<file path="src/rtl/shift_unit.sv">
// ---------------------------------------------------------------------------
// shift_unit
//
// Multi-cycle shift/rotate execute unit. A request is accepted in IDLE. The
// operand is then shifted by at most STEP positions per clock until the
// requested amount is used up. The result is held until the consumer takes
// it. The unit supports SLL, SRL, SRA, ROL and ROR. An illegal op code is
// returned unchanged with op_err set.
//
// Parameters
//   W     operand width (power of two, >= 2)
//   STEP  maximum positions shifted per clock (1 .. W-1)
//   SW    shift-amount width, derived as $clog2(W)
//
// Ports
//   clk        rising-edge clock
//   rst        asynchronous reset, active low
//   in_valid   request present
//   in_ready   unit can accept a request (IDLE only)
//   op         0=SLL 1=SRL 2=SRA 3=ROL 4=ROR, 5..7 illegal
//   a          operand
//   shamt      shift amount, 0 .. W-1
//   out_valid  result held and valid (DONE)
//   out_ready  consumer accepts the result
//   result     shifted / rotated value (0 while out_valid is low)
//   op_err     qualifies result: the request op was illegal
// ---------------------------------------------------------------------------
module shift_unit #(
  parameter  int W    = 32,
  parameter  int STEP = 4,
  localparam int SW   = $clog2(W)
) (
  input  logic          clk,
  input  logic          rst,
  input  logic          in_valid,
  output logic          in_ready,
  input  logic [2:0]    op,
  input  logic [W-1:0]  a,
  input  logic [SW-1:0] shamt,
  output logic          out_valid,
  input  logic          out_ready,
  output logic [W-1:0]  result,
  output logic          op_err
);

  typedef enum logic [1:0] {
    S_IDLE,
    S_SHIFT,
    S_DONE
  } state_e;

  typedef enum logic [2:0] {
    OP_SLL = 3'd0,
    OP_SRL = 3'd1,
    OP_SRA = 3'd2,
    OP_ROL = 3'd3,
    OP_ROR = 3'd4
  } op_e;

  localparam logic [SW-1:0] STEP_AMT = SW'(STEP);

  state_e        state_q, state_d;
  logic [W-1:0]  acc_q,   acc_d;
  logic [SW-1:0] rem_q,   rem_d;
  logic [2:0]    op_q,    op_d;
  logic          op_err_q, op_err_d;

  logic          in_op_illegal;
  logic [SW-1:0] step_amt;
  logic [SW-1:0] rem_next;
  logic [W-1:0]  acc_stepped;
  logic [2*W-1:0] acc_dbl;
  logic [2*W-1:0] rol_dbl;
  logic [2*W-1:0] ror_dbl;

  assign in_op_illegal = (op > 3'd4);

  // The last step takes only what is left, so a shift never overshoots.
  assign step_amt = (rem_q < STEP_AMT) ? rem_q : STEP_AMT;
  assign rem_next = rem_q - step_amt;

  // Rotates are taken from a doubled copy of acc. Bits that leave one end
  // then come back in from the other end. This avoids a (W - k) term that
  // would be out of range when k = 0.
  assign acc_dbl = {acc_q, acc_q};
  assign rol_dbl = acc_dbl << step_amt;
  assign ror_dbl = acc_dbl >> step_amt;

  // One step of the selected operation on the accumulator. SRA fills from
  // acc's own MSB on every step, so the sign stays in place across steps.
  always_comb begin
    // NOTE: every always_comb output gets a default first. Without it, some
    // path leaves the signal unassigned and a latch is inferred.
    acc_stepped = acc_q;
    case (op_q)
      OP_SLL:  acc_stepped = acc_q << step_amt;
      OP_SRL:  acc_stepped = acc_q >> step_amt;
      OP_SRA:  acc_stepped = $signed(acc_q) >>> step_amt;
      OP_ROL:  acc_stepped = rol_dbl[2*W-1:W];
      OP_ROR:  acc_stepped = ror_dbl[W-1:0];
      default: acc_stepped = acc_q;
    endcase
  end

  // State register and datapath flops.
  always_ff @(posedge clk or negedge rst) begin
    if (!rst) begin
      state_q  <= S_IDLE;
      acc_q    <= '0;
      rem_q    <= '0;
      op_q     <= '0;
      op_err_q <= 1'b0;
    end else begin
      // NOTE: sequential state is written with non-blocking assignments only.
      // All flops then sample the same pre-edge values, whatever the order
      // of the statements.
      state_q  <= state_d;
      acc_q    <= acc_d;
      rem_q    <= rem_d;
      op_q     <= op_d;
      op_err_q <= op_err_d;
    end
  end

  // Next-state logic.
  always_comb begin
    state_d = state_q;
    case (state_q)
      S_IDLE: begin
        if (in_valid) begin
          if (in_op_illegal || (shamt == '0)) state_d = S_DONE;
          else                                state_d = S_SHIFT;
        end
      end
      S_SHIFT: begin
        if (rem_next == '0) state_d = S_DONE;
      end
      S_DONE: begin
        if (out_ready) state_d = S_IDLE;
      end
      default: state_d = S_IDLE;
    endcase
  end

  // Datapath next values.
  always_comb begin
    acc_d    = acc_q;
    rem_d    = rem_q;
    op_d     = op_q;
    op_err_d = op_err_q;
    case (state_q)
      S_IDLE: begin
        if (in_valid) begin
          acc_d    = a;
          rem_d    = shamt;
          op_d     = op;
          op_err_d = in_op_illegal;
        end
      end
      S_SHIFT: begin
        acc_d = acc_stepped;
        rem_d = rem_next;
      end
      S_DONE: begin
        if (out_ready) op_err_d = 1'b0;
      end
      default: ;
    endcase
  end

  // Outputs. These are decoded from the state only, so none of them has a
  // combinational path from the inputs.
  always_comb begin
    in_ready  = (state_q == S_IDLE);
    out_valid = (state_q == S_DONE);
    result    = out_valid ? acc_q : '0;
    op_err    = op_err_q;
  end

endmodule

</file>
<file path="config.mk">
export PLATFORM = sky130hd
export DESIGN_NAME = shift_unit
export DESIGN_NICKNAME = d
export VERILOG_FILES = /design/src/rtl/shift_unit.sv
export SDC_FILE = /design/constraint.sdc
export NUM_CORES = 1
export LEC_CHECK = 0
export ABC_AREA = 1
export CAP_MARGIN = 20
export CELL_PAD_IN_SITES_DETAIL_PLACEMENT = 1
export CELL_PAD_IN_SITES_GLOBAL_PLACEMENT = 1
export CORE_MARGIN = 2
export CORE_UTILIZATION = 37
export CTS_CLUSTER_SIZE = 40
export DETAILED_ROUTE_END_ITERATION = 6
export PLACE_DENSITY = 0.84
export SYNTH_ARGS = -nofsm -noshare
export SYNTH_HDL_FRONTEND = slang
export SYNTH_SLANG_ARGS = --single-unit
</file>
<file path="constraint.sdc">
create_clock -name clk -period 1.9 [get_ports clk]
set_input_delay 0.19 -clock clk [delete_from_list [all_inputs] [get_ports clk]]
set_output_delay 0.19 -clock clk [all_outputs]
set_load 0.01 [all_outputs]
</file>
==> metrics.md <==
| Metric | Value |
|---|---|
| Mean Syn Cell Area | about 5.4 sq um |
| Dpl cells | 1,132 |
| Netlist cell types | 35 |
| Initial core utilization | 0.379 |
| Flops & latches, synth | 43 |
| Syn Std Cell Area | about 4800 sq um |
| Reg clk slew, reported paths | around 0.070 ns |
| Die height | approximately 120 um |
| Most numerous cell in the Yosys netlist | nand2_1 |
| Rows | 41 |
| Period utilization | 1.07 |
| Via/cell ratio | 5.97 |
| Avg WL per Cell | around 21 um |
| Fin nets | between 1,000 and 1,500 |
| Rel. slew slack | 0.467 |
| Min-delay worst type | primary input to asynchronous set/reset pin |
| P&R area growth vs syn | 40.2% |
| Async set-reset flop share out of synthesis | 1.00 |
| 1st-iter DRT viols | just over 800 |
| Routed via count | 6,965 |
| Layout cells sized above 1 | 0.171 |
| Number of global-route vias before repair | around 6,400 |
| CP Max Fanout | 14 |
| Area share of the largest cell type after synthesis | 0.245 |
| Minimum clock period | roughly 2 ns |
| Gr usage total | 0.296 |
| H-tree depth | 2 |
| Kind of critical path | register to register |
| CTS tree | yes |
| Yosys warns | 0 |
| First-pass GRT wire length | 33,200 um |
| Pins Over Slew Limit | 0 |
| Pre-CTS setup slack | -0.0308 ns |
| Syn Inst Count | 880 |
| Violated checks | setup timing |
| RSZ-0062 raised after global routing | true |
| Max Cap Viol | 0 |
| Core area | approximately 13,000 sq um |
| Final worst slack | -0.135 ns |
| DR pass1 iterations | 6 |
| Synth area leader | nand2_1 |
| PD cells | about 2200 nW/um^2 |
| Post-synth top cells | 312 x nand2_1, 138 x nand3_1, 124 x nor2_1, 60 x inv_1, 43 x dfrtp_1 |
| Leak pwr | 3.38 nW |
| Detail Route Antenna Nets | 0 |
| I/O Buffers | between 70 and 80 |
| Peak supply drop | 0.812 mV |
| Clock Tree Buf Depth | 2 |
| Fin Clk Skew | roughly 0.0039 ns |
| Worst Path Required | 2.09 ns |
| Initial antenna violation count | 0 |
| GPL Wtd Cong | roughly 0.94 |
| Total gr overflow | 0 |
| DRT Wirelength | roughly 25,000 um |
| Final Hold Fails | 0 |
| Final setup fails | 27 |
| DPL Wire Length | ~15,000 um |
| Seq/Total Area, Yosys | 0.225 |
| EDFF count, synth | 0 |
| Util after Layout | 0.532 |
| Chip width | about 120 um |
| Crit path capture type | register |
| Clock sink count | 43 |
| Status | finished with violations |
| Non-filler instance count after layout | about 1,200 |
| CTS buffer count | 5 |
| # diodes | 0 |
| Worst-Margin Slew | 0.799 ns |
| Prevailing post-synth register cell | dfrtp_1 |
| Synth Net Count | ~930 |
| Worst-Skew Late Latency | 0.30 ns |
| Peak Freq | between 400 and 500 MHz |
| Io pins | 79 |
| CP arrival | 2.23 ns |
| Synth area leaders | nand2_1 24%, dfrtp_1 22%, nand3_1 14%, nor2_1 9.7%, inv_1 4.7% |
| DRC | 0 |
| Startpoint Class | register |
| Die area | ~14,000 sq um |
| CTS Root Cell | clkbuf_16 |
| Largest net degree at the start of global routing | 45 |
[timing repair]
item                                    4_1_cts  5_1_grt
endpoints found under the setup margin       40       34
hold endpoints to repair                     19        0
hold buffers                                  1        0
gates cloned                                  0        6
pin swaps                                     0       25
gates resized for setup                      37       87
buffers inserted                              1       18
[metal layers]
metal | vias up | GRT usage | wire, um
li1 | 3076 | - | -
met1 | 3304 | 0.395 | 9870
met2 | 462 | 0.499 | 11400
met3 | 123 | 0.0334 | 2160
met4 | 0 | 0.0964 | 1240
met5 | - | 0 | 0
[kinds of logic after synthesis]
| logic type | Yosys count | share of synthesized area |
|---|---|---|
| simple gates | 614 | 0.544 |
| other cells | 1 | 0.000783 |
| fa+ha+maj | 1 | 0.00261 |
| flops | 43 | 0.225 |
| xor+xnor | 2 | 0.00366 |
| compound gates | 106 | 0.119 |
| buf+inv | 113 | 0.106 |
[area by class of cell]
cell class	count	area [sq um]
flip-flops and latches	43	1080
repair buffers	154	1550
well taps	172	215
multi-input cells	724	3460
inverters	65	251
clock buffers	8	156
fillers	1767	5910
[worst paths after layout]
check	slack [ns]	to	depth (start not counted)	start
hold / removal	0.39	acc_q[30]	2	rst
hold reg to reg	0.48	acc_q[6]	2	acc_q[6]
setup reg to reg	-0.13	acc_q[27]	11	rem_q[3]
max in group asynchronous	0.97	op_q[2]	3	rst
setup / recovery	-0.13	acc_q[27]	11	rem_q[3]
min in group clk	0.48	acc_q[6]	2	acc_q[6]
[cell usage in the layout (no fill, tap or decap), types with 13 or more instances in the layout]
cell type        count
nand3_2             13
clkdlybuf4s50_1     45
nand2_1            285
nand2_2             33
o21ai_1             23
inv_1               56
dfrtp_1             42
buf_4               47
nand3_1            124
nand4_1             19
nor2_1             117
dlygate4sd2_1       32
a21oi_1             22
o21ai_0             34
[flip-flops by register name, indices dropped and copies added, names as in the netlist]
name and flops:
acc_q 32, rem_q 5, op_q 3, state_q 2, op_err 1
[power by group]
part | total (W) | switching [W] | internal (W)
registers | 0.00179 | 0.000387 | 0.00140
clock network | 0.000969 | 0.000408 | 0.000562
logic | 0.0117 | 0.00773 | 0.00401
[per-stage QoR]
stage	setup TNS (ns)	hold slack [ns]	area [sq um]	total power [W]
after global routing	-4.38	0.449	6710	0.0154
after global placement	0	0.190	6040	0.0113
after floorplan	0	-0.106	4790	0.00792
final	-1.38	0.389	6710	0.0145
after CTS	-0.00273	0.401	6200	0.0126
after detailed placement	-0.0554	0.190	6040	0.0116
[worst max-delay path, cell delays in order, from the launching register on]
cell and delay, ns:
dfrtp_1 0.41, nor2_4 0.22, nand2_4 0.15, buf_12 0.19, nor2_4 0.13, inv_1 0.12
o21ai_1 0.28, a21oi_1 0.11, nand2_1 0.08, nand2_1 0.07, nand2_1 0.08, nand2_1 0.07
(Power assumes the default switching activity.)
